**src/rtl/mux4_rr_arbiter.sv**
```systemverilog
// Round-robin arbiter for a 4:1 single-bit mux channel with a per-owner hold limit.
// Ports: clk, rst_n, req[3:0], in[3:0], [lock if MUX4_RR_ARB_LOCK_EN] -> grant[3:0], s[1:0], out, busy.
module mux4_rr_arbiter #(
  parameter int HOLD_MAX = 4
) (
  input  logic       clk,
  input  logic       rst_n,
  input  logic [3:0] req,
  input  logic [3:0] in,
`ifdef MUX4_RR_ARB_LOCK_EN
  input  logic       lock,
`endif
  output logic [3:0] grant,
  output logic [1:0] s,
  output logic       out,
  output logic       busy
);

  typedef enum logic {IDLE, OWN} state_e;

  localparam logic [3:0] LIM = 4'(HOLD_MAX - 1);

  state_e     state_q, state_d;
  logic [1:0] ptr_q, ptr_d;
  logic [3:0] cnt_q, cnt_d;
  logic [3:0] grant_q, grant_d;
  logic [1:0] s_q, s_d;
  logic       out_q, out_d;

  logic [1:0] own;
  logic       at_lim;
  logic       lock_own;
  logic [3:0] mask;
  logic [1:0] sptr;
  logic       fnd;
  logic [1:0] idx;

`ifdef MUX4_RR_ARB_LOCK_EN
  assign lock_own = lock;
`else
  assign lock_own = 1'b0;
`endif

  // s = 3-k, so the owner index is the bitwise inverse of s.
  assign own    = ~s_q;
  assign at_lim = (cnt_q == LIM);

  // Rescan source: from ptr in IDLE, from owner+1 on release,
  // with the owner masked out when the hold limit forced the release.
  always_comb begin
    mask = req;
    sptr = ptr_q;
    if (state_q == OWN) begin
      sptr = own + 2'd1;
      if (req[own]) mask[own] = 1'b0;
    end
  end

  always_comb begin
    fnd = 1'b0;
    idx = 2'd0;
    for (int i = 0; i < 4; i++) begin
      if (!fnd && mask[sptr + 2'(i)]) begin
        fnd = 1'b1;
        idx = sptr + 2'(i);
      end
    end
  end

  always_comb begin
    state_d = state_q;
    ptr_d   = ptr_q;
    cnt_d   = cnt_q;
    grant_d = grant_q;
    s_d     = s_q;
    unique case (state_q)
      IDLE: begin
        if (fnd) begin
          state_d = OWN;
          grant_d = 4'b0001 << idx;
          s_d     = ~idx;
          cnt_d   = 4'd0;
        end
      end
      OWN: begin
        if (req[own] && (!at_lim || lock_own)) begin
          if (!at_lim) cnt_d = cnt_q + 4'd1;
        end else begin
          ptr_d = own + 2'd1;
          cnt_d = 4'd0;
          if (fnd) begin
            grant_d = 4'b0001 << idx;
            s_d     = ~idx;
          end else begin
            state_d = IDLE;
            grant_d = 4'b0000;
          end
        end
      end
    endcase
  end

  assign out_d = |(grant_q & in);

  always_ff @(posedge clk or negedge rst_n) begin
    if (!rst_n) begin
      state_q <= IDLE;
      ptr_q   <= 2'd0;
      cnt_q   <= 4'd0;
      grant_q <= 4'b0000;
      s_q     <= 2'b00;
      out_q   <= 1'b0;
    end else begin
      state_q <= state_d;
      ptr_q   <= ptr_d;
      cnt_q   <= cnt_d;
      grant_q <= grant_d;
      s_q     <= s_d;
      out_q   <= out_d;
    end
  end

  assign grant = grant_q;
  assign s     = s_q;
  assign out   = out_q;
  assign busy  = |grant_q;

endmodule

```
**config.mk**
```make
export PLATFORM = sky130hd
export DESIGN_NAME = mux4_rr_arbiter
export DESIGN_NICKNAME = d
export VERILOG_FILES = /design/src/rtl/mux4_rr_arbiter.sv
export SDC_FILE = /design/constraint.sdc
export NUM_CORES = 1
export LEC_CHECK = 0
export ABC_CLOCK_PERIOD_IN_PS = 2900
export CAP_MARGIN = 30
export CORE_MARGIN = 2
export CORE_UTILIZATION = 40
export DETAILED_ROUTE_END_ITERATION = 10
export DONT_BUFFER_PORTS = 1
export PLACE_DENSITY_LB_ADDON = 0.25
export SLEW_MARGIN = 15
export SYNTH_ARGS = -nofsm -noshare
export SYNTH_HDL_FRONTEND = slang
export SYNTH_SLANG_ARGS = --single-unit
```
**constraint.sdc**
```tcl
create_clock -name clk -period 2.9 [get_ports clk]
set_input_delay 0.29 -clock clk [delete_from_list [all_inputs] [get_ports clk]]
set_output_delay 0.29 -clock clk [all_outputs]
set_load 0.005 [all_outputs]
```
Word level (Yosys, flattened, before mapping)

Index checks and enable logic that the tools add are counted.

Magnitude comparators: 6
Equality and inequality tests: 4
$add $sub $neg: 5
Shift operators: 1
Mux-type cells: 37
Bitwise operators: 7
Reduce and logical (&&, ||, !) cells: 14

Operator list:

| operator            | number |
|---|---|
| $mux 4              | 8 |
| $pmux 4 s2          | 2 |
| $lt 2x3->1 const B  | 5 |
| $mux 2              | 7 |
| $mux 1              | 12 |
| $bmux 1 s2          | 5 |
| $and 4x4->4         | 2 |
| $reduce_or 4->1     | 2 |
| $reduce_and 2->1    | 3 |
| $logic_and 1x1->1   | 5 |
| $add 2x1->2 const B | 2 |
| $add 2x2->2 const B | 2 |
| $add 4x1->4 const B | 1 |
| $eq 4x2->1 const B  | 1 |
| $logic_not 1->1     | 4 |
| $ne 2x2->1 const B  | 2 |
| $not 2->2           | 2 |
| $not 4->4           | 1 |
| $pmux 2 s2          | 1 |
| $shl 1x2->4 const A | 1 |
| $ne 3x3->1 const B  | 1 |
| $demux 1 s2         | 1 |
| $ge 2x1->1 const B  | 1 |
| $not 1->1           | 2 |
| $pmux 1 s2          | 1 |

Word-level logic and storage cells: 80
Register bits: 14

Logic depth before layout (Yosys ltp)

Gate-level depths: netlist (run 1).

Word-level depth: 25
Depth in mapped cells: 9
Gate-level depth less buffers: 8

Worst setup path after synthesis (run 1)

OpenSTA, ideal clock, no wires.

Kind: register to register
Start point: register s_q[0], in the netlist s[0]
End point: register grant_q[0], in the netlist grant[0]
Required time: 2.778 ns
Stages on the path, launching flop included: 9
Path buffers: 1
Setup slack: 0.596 ns
Arrival time: 2.183 ns
Path through: dfrtp_1 buf_2 inv_1 ha_1 mux2_2 a311o_1 a22oi_1 o31ai_1 a32o_1

Longest elaborated chain between the ends: 25
Elaborated cells between the ends (all ways): 48

Ends and longest elaborated chain:

| element                                                               | line   | text |
|---|---|---|
| from (decl)                                                           | 27     | `logic [1:0] s_q, s_d;` |
| from (signal assigned)                                                | 111    | `s_q <= 2'b00;` |
| from (signal assigned)                                                | 118    | `s_q <= s_d;` |
| $not 2->2 (*)                                                         | 45     | `assign own = ~s_q;` |
| $lt 2x3->1 (implied by the code) / $ge 2x1->1 (equally long branches) | 55     | `if (req[own]) mask[own] = 1'b0;` |
| $logic_and 1x1->1 (implied by the code)                               | 55     |  |
| $mux 1 (implied by the code)                                          | 55     |  |
| $demux 1 s2                                                           | 55     |  |
| $not 4->4 (no source line)                                            | --     |  |
| $and 4x4->4 (no source line)                                          | --     |  |
| $mux 4                                                                | 55     |  |
| [9 not listed]                                                        | --     |  |
| $mux 1                                                                | 63     | `if (!fnd && mask[sptr + 2'(i)]) begin` |
| $logic_not 1->1                                                       | 63     |  |
| $logic_and 1x1->1                                                     | 63     |  |
| $mux 2                                                                | 63     |  |
| $shl 1x2->4                                                           | 80, 92 |  |
| $mux 4                                                                | 91     | `if (fnd) begin` |
| $mux 4                                                                | 86     | `if (req[own] && (!at_lim \|\| lock_own)) begin` |
| $pmux 4 s2                                                            | 76     | `unique case (state_q)` |
| to (signal assigned)                                                  | 117    | `grant_q <= grant_d;` |
| to (decl)                                                             | 26     | `logic [3:0] grant_q, grant_d;` |

Every way passes the cells marked *; elsewhere a longest branch is shown, timed or not. The select of a mux whose other input is x is not followed.
A chain may end at the register's enable or synchronous reset.

Final worst setup path (run 1)

Same ends and word-level chain as after synthesis.

==> metrics, run 1 <==
run status finished clean; io pins 18; max_cap viols 0; CTS tree yes; Pwr Total 1.24 mW; dpl ws 677 ps; Synth Cell Area 997 sq um; Tmin final 2240 ps; relative slew slack 0.560; RSZ-0062 raised after global routing false; total grt overflow 0; Async SR Flop Fraction 1.00; CTS max path bufs 2; worst min-delay path category primary input to flip-flop; core area 2410 sq um; Setup Skew 7.89 ps; Placer Congestion 0.816; CP bufs+invs 1; post-route setup slack 657 ps; Initial Utilization 0.414; CP Launch Type flip-flop; area of the multi-input gates 608 sq um; leakage 0.507 nW; period utilisation layout 0.774; clock transition at the registers of the reported paths 90 ps; syn_nets 110; largest net degree at the start of global routing 15; Nets 117; number of global-route vias before repair 683; Post-Syn Instances 95; fin area 1090 sq um; share of layout cells above drive strength 1 0.208; routed length per instance 15.4 microns; post-route ant nets 0; via count 763; Avg Cell Area, Syn 10.5 sq um; Antenna Cells 0; register area 350 sq um; Syn. warnings 0; Synth top area share 0.351; PostCTS Resize Cnt 0; FILL cells 229; WS Path Type flip-flop to flip-flop; port bufs 0; Final Hold Slack 141 ps; post-synthesis register bit count 14; hpwl dp 1550 microns; number of synthesized flops with an enable pin 0; TNS Setup 0 ps; Worst VDD drop 0.659 mV; Max Slew Vio Count 0; CP max-delay cell ha_1; Placement Cell Area 1040 sq um; gr usage total 0.154; initial antenna violation count 0; area delta synth->final 9.41%; cell family with most CP delay compound AO/OA/AOI/OAI gates; die span in x 53.9 microns; Worst Path Required 3080 ps; drt total wl 2020 microns; CP max stage delay 380 ps; Worst-Margin Slew 658 ps; residual DRC count 0; 1st-pass router iterations 4; clock root cell clkbuf_4; htree depth 1; Seq/Total Area, Yosys 0.351; cell chain of the critical path inv_1 -> ha_1 -> mux2i_1 -> and2_1 -> a311o_1 -> a22oi_1 -> o31ai_1 -> a32o_1; Yosys top cell by area dfrtp_1; synth unique cells 44; maximum clock rate 0.446 GHz; clk_lat worst skew 280 ps; drt via density 5.82; first-pass GRT wire length 3160 microns; row count 18; Worst setup EP type flip-flop; TritonCTS Buffers 3; die footprint 2910 sq um; pwr/cell area 1130 nW/um^2; Synth Flop Type dfrtp_1; number of clock sinks 14; Die H 53.9 microns; Setup-failing EPs final 0; final hold violations 0; Critical Path AT 2420 ps; critical path peak fanout 4; Area contributors post-synth dfrtp_1 35%, ha_1 6.3%, mux2_2 5.6%; Starting DRT DRC Count 16
==> area by class of cell <==
type	count	share of cell area
Timing Repair Buffer	4	0.0298
Inverter	7	0.0241
Multi-Input combinational cell	72	0.557
Tap cell	30	0.0344
Sequential cell	14	0.321
Clock buffer	4	0.0333
==> routing by layer <==
| metal | up-vias | routed length [microns] | track usage |
|---|---|---|---|
| li1 | 377 | - | - |
| met1 | 368 | 972 | 0.221 |
| met2 | 16 | 932 | 0.222 |
| met3 | 2 | 105 | 0.0222 |
| met4 | 0 | 12 | 0.0769 |
| met5 | - | 0 | 0 |
==> state kept, by name, summed over array words and instances, names as in the netlist <==
name	count
s	2
cnt_q	4
grant	4
state_q	1
ptr_q	2
out	1
==> Yosys cell counts (2+ instances only) <==
cell type	n
nand2b_1	2
dfrtp_1	14
a22o_1	4
mux2i_1	5
mux2_2	5
a22oi_1	3
a21oi_1	2
nand2_1	7
ha_1	5
o211ai_1	2
nor2_1	5
inv_1	7
nand3_1	2
o22ai_1	2
==> per-stage QoR <==
step,util,cells
floorplan,-,95
detailed placement,0.434,126
CTS,0.453,131
finish,0.453,131
global route,0.453,131
global placement,0.434,126
==> cells in the final DEF, fill, tap and decap left out, types with 2 or more instances in the layout <==
cell type / synthesis / layout
mux2i_1: 5 / 5
nand2b_1: 2 / 2
clkbuf_4: 0 / 3
mux2_2: 5 / 5
buf_4: 1 / 3
a21oi_1: 2 / 2
nand3_1: 2 / 2
o22ai_1: 2 / 2
nor2_1: 5 / 5
a22oi_1: 3 / 3
inv_1: 7 / 7
dfrtp_1: 14 / 14
ha_1: 5 / 5
nand2_1: 7 / 7
o211ai_1: 2 / 2
a22o_1: 4 / 4
==> kinds of logic after synthesis <==
logic type / after synthesis / share of synthesized area
AOI/OAI and AO/OA: 31 / 0.294
and+or+nand+nor: 25 / 0.133
DFF: 14 / 0.351
muxes: 11 / 0.120
buffers and inverters: 9 / 0.0389
adders and majority gates: 5 / 0.0627
==> power breakdown <==
part,internal [mW],switching (mW),leakage [nW]
combinational,0.344,0.418,0.314
clock,0.0764,0.0623,0.0210
sequential,0.273,0.0619,0.172
==> worst paths after layout <==
path / to / slack [ps] / cells past startpoint / from
max: grant[0] / 660 / 8 / s[0]
min: out / 140 / 2 / in[3]
max reg2reg: grant[0] / 660 / 8 / s[0]
min reg2reg: cnt_q[3] / 510 / 1 / cnt_q[3]
max in group asynchronous: state_q / 2000 / 1 / rst_n
min in group asynchronous: s[0] / 470 / 1 / rst_n
==> timing repair <==
action / CTS / global route
setup buffers: 0 / 0
hold buffers: 1 / 0
endpoints found under the hold margin: 14 / 0
Note: power is estimated with default switching activity, not from simulation.
==> run 2: changes to the inputs <==
--- a/config.mk
+++ b/config.mk
@@ -5,7 +5,7 @@
 export SDC_FILE = /design/constraint.sdc
 export NUM_CORES = 1
 export LEC_CHECK = 0
-export ABC_CLOCK_PERIOD_IN_PS = 2900
+export ABC_CLOCK_PERIOD_IN_PS = 2200
 export CAP_MARGIN = 30
 export CORE_MARGIN = 2
 export CORE_UTILIZATION = 40
==> constraint.sdc (replaced) <==
create_clock -name clk -period 2.2 [get_ports clk]
set_input_delay 0.22 -clock clk [delete_from_list [all_inputs] [get_ports clk]]
set_output_delay 0.22 -clock clk [all_outputs]
set_load 0.005 [all_outputs]
==> run 2 against run 1 <==
  * Routed wire length up 8.1%
  * Via count up 7.2%
  * Design area up 7.5%
==> metrics, run 2 (synthesis results as in run 1) <==
gr usage total 0.155; share of layout cells above drive strength 1 0.283; drt via density 6.01; post-route ant nets 0; CP Launch Type flip-flop; R2R cell count 7; Initial Utilization 0.414; clk_lat worst skew 270 ps; row count 18; CP max stage delay 590 ps; Die H 53.9 microns; Worst VDD drop 0.846 mV; port bufs 0; Antenna Cells 0; CTS max path bufs 2; Util after Layout 0.487; share of power burned in registers 0.253; final hold violations 0; Tmin final 2160 ps; number of global-route vias before repair 704; max_cap viols 0; placed insts 131; cell internal pwr 1.03 mW; dpl ws 51.3 ps; Switching Power 770 uW; first-pass GRT wire length 3240 microns; Post-CTS Setup Inserts 0; initial antenna violation count 0; area delta synth->final 17.6%; io pins 18; worst r2r dst grant[1]; Setup Skew 0.534 ps; total grt overflow 0; cell chain of the critical path buf_4 -> nor2b_1 -> o2bb2ai_4 -> a21boi_4 -> or4_4 -> o21ai_4 -> a22o_1; cell family with most CP delay simple AND/OR/NAND/NOR gates; hold_sp in[3]; switching fraction of total power 0.429; clock transition at the registers of the reported paths 80 ps; residual DRC count 0; Setup-failing EPs final 0; RSZ-0062 raised after global routing true; Worst-Margin Slew 632 ps; routed length on met3 94 microns; met2 routed wirelength 1050 microns; maximum clock rate 0.462 GHz; post-route setup slack 37.2 ps; TNS Setup 0 ps; hpwl dp 1690 microns; core area 2410 sq um; critical path peak fanout 8; run status finished clean; Hold Crit Depth 2; largest net degree at the start of global routing 15; commonest non-fill, non-tap cells in the layout 14 x dfrtp_1, 7 x nand2_1, 7 x buf_4; Worst setup EP type flip-flop; r2r startpoint s[0]; Gate power share 0.646; Max Slew Vio Count 0; pwr/cell area 1530 nW/um^2; WS Path Type flip-flop to flip-flop; worst min-delay path category primary input to flip-flop; CP max-delay cell or4_4; Clk network pwr share 0.101; Nets 122; CP bufs+invs 1; leakage 0.536 nW; 1st-pass router iterations 4; R2R setup slack 40 ps; clock root cell clkbuf_4; commonest non-fill, non-tap cell in the layout dfrtp_1; relative slew slack 0.577; htree depth 1; routed length per instance 16.1 microns; via count 818; period utilisation layout 0.983; number of clock sinks 14; Cell Count, Final, Fillers Out 136; TritonCTS Buffers 3; Worst Path Required 2410 ps; die span in x 53.9 microns; wl on met1 1010 microns; fin area 1170 sq um; drt total wl 2190 microns; CTS tree yes; hold path endpoint out; Placement Cell Area 1110 sq um; Starting DRT DRC Count 16; die footprint 2910 sq um; Placer Congestion 0.825; Critical Path AT 2370 ps; Max Used Layer met4
-- run 2: metrics by stage --
step | hold WS [ps] | total power, mW
floorplan | -75.6 | 1.28
global placement | -75.3 | 1.55
detailed placement | -75.4 | 1.57
CTS | 69.1 | 1.77
global route | 83.0 | 1.93
finish | 74.3 | 1.80
-- run 2: worst max-delay path by stage --
stage          from  endpoint  slack, ps  depth (start not counted)
2_1_floorplan  s[0]  grant[0]         50                          8
3_3_place_gp   s[0]  grant[2]         40                          8
3_5_place_dp   s[1]  grant[0]         50                          7
4_1_cts        s[1]  grant[0]         30                          7
5_1_grt        s[0]  grant[2]        -60                          8
6_report       s[0]  grant[1]         40                          7
-- run 2: final cells by class --
class,instances,area [sq um]
multi-input cells,72,639
well taps,30,37.5
flip-flops and latches,14,350
clock buffers,4,36.3
repair buffers,9,82.6
fillers,221,1240
inverters,7,26.3
-- run 2: routing by layer --
layer  vias to the layer above  GRT usage
li1                        390          -
met1                       402      0.223
met2                        22      0.240
met3                         4     0.0167
met4                         0     0.0556
met5                         -          0
-- run 2: what timing repair did --
item / CTS / global route
endpoints found under the setup margin: 0 / 5
resized for setup: 0 / 3
hold buffers: 1 / 0
endpoints found under the hold margin: 14 / 0
-- run 2: power groups by stage --
stage | Clock [mW] | Sequential (mW) | Combinational [mW]
global route | 0.198 | 0.467 | 1.27
finish | 0.181 | 0.455 | 1.16
CTS | 0.189 | 0.454 | 1.13
floorplan | 0 | 0.449 | 0.833
detailed placement | 0 | 0.460 | 1.11
global placement | 0 | 0.456 | 1.09
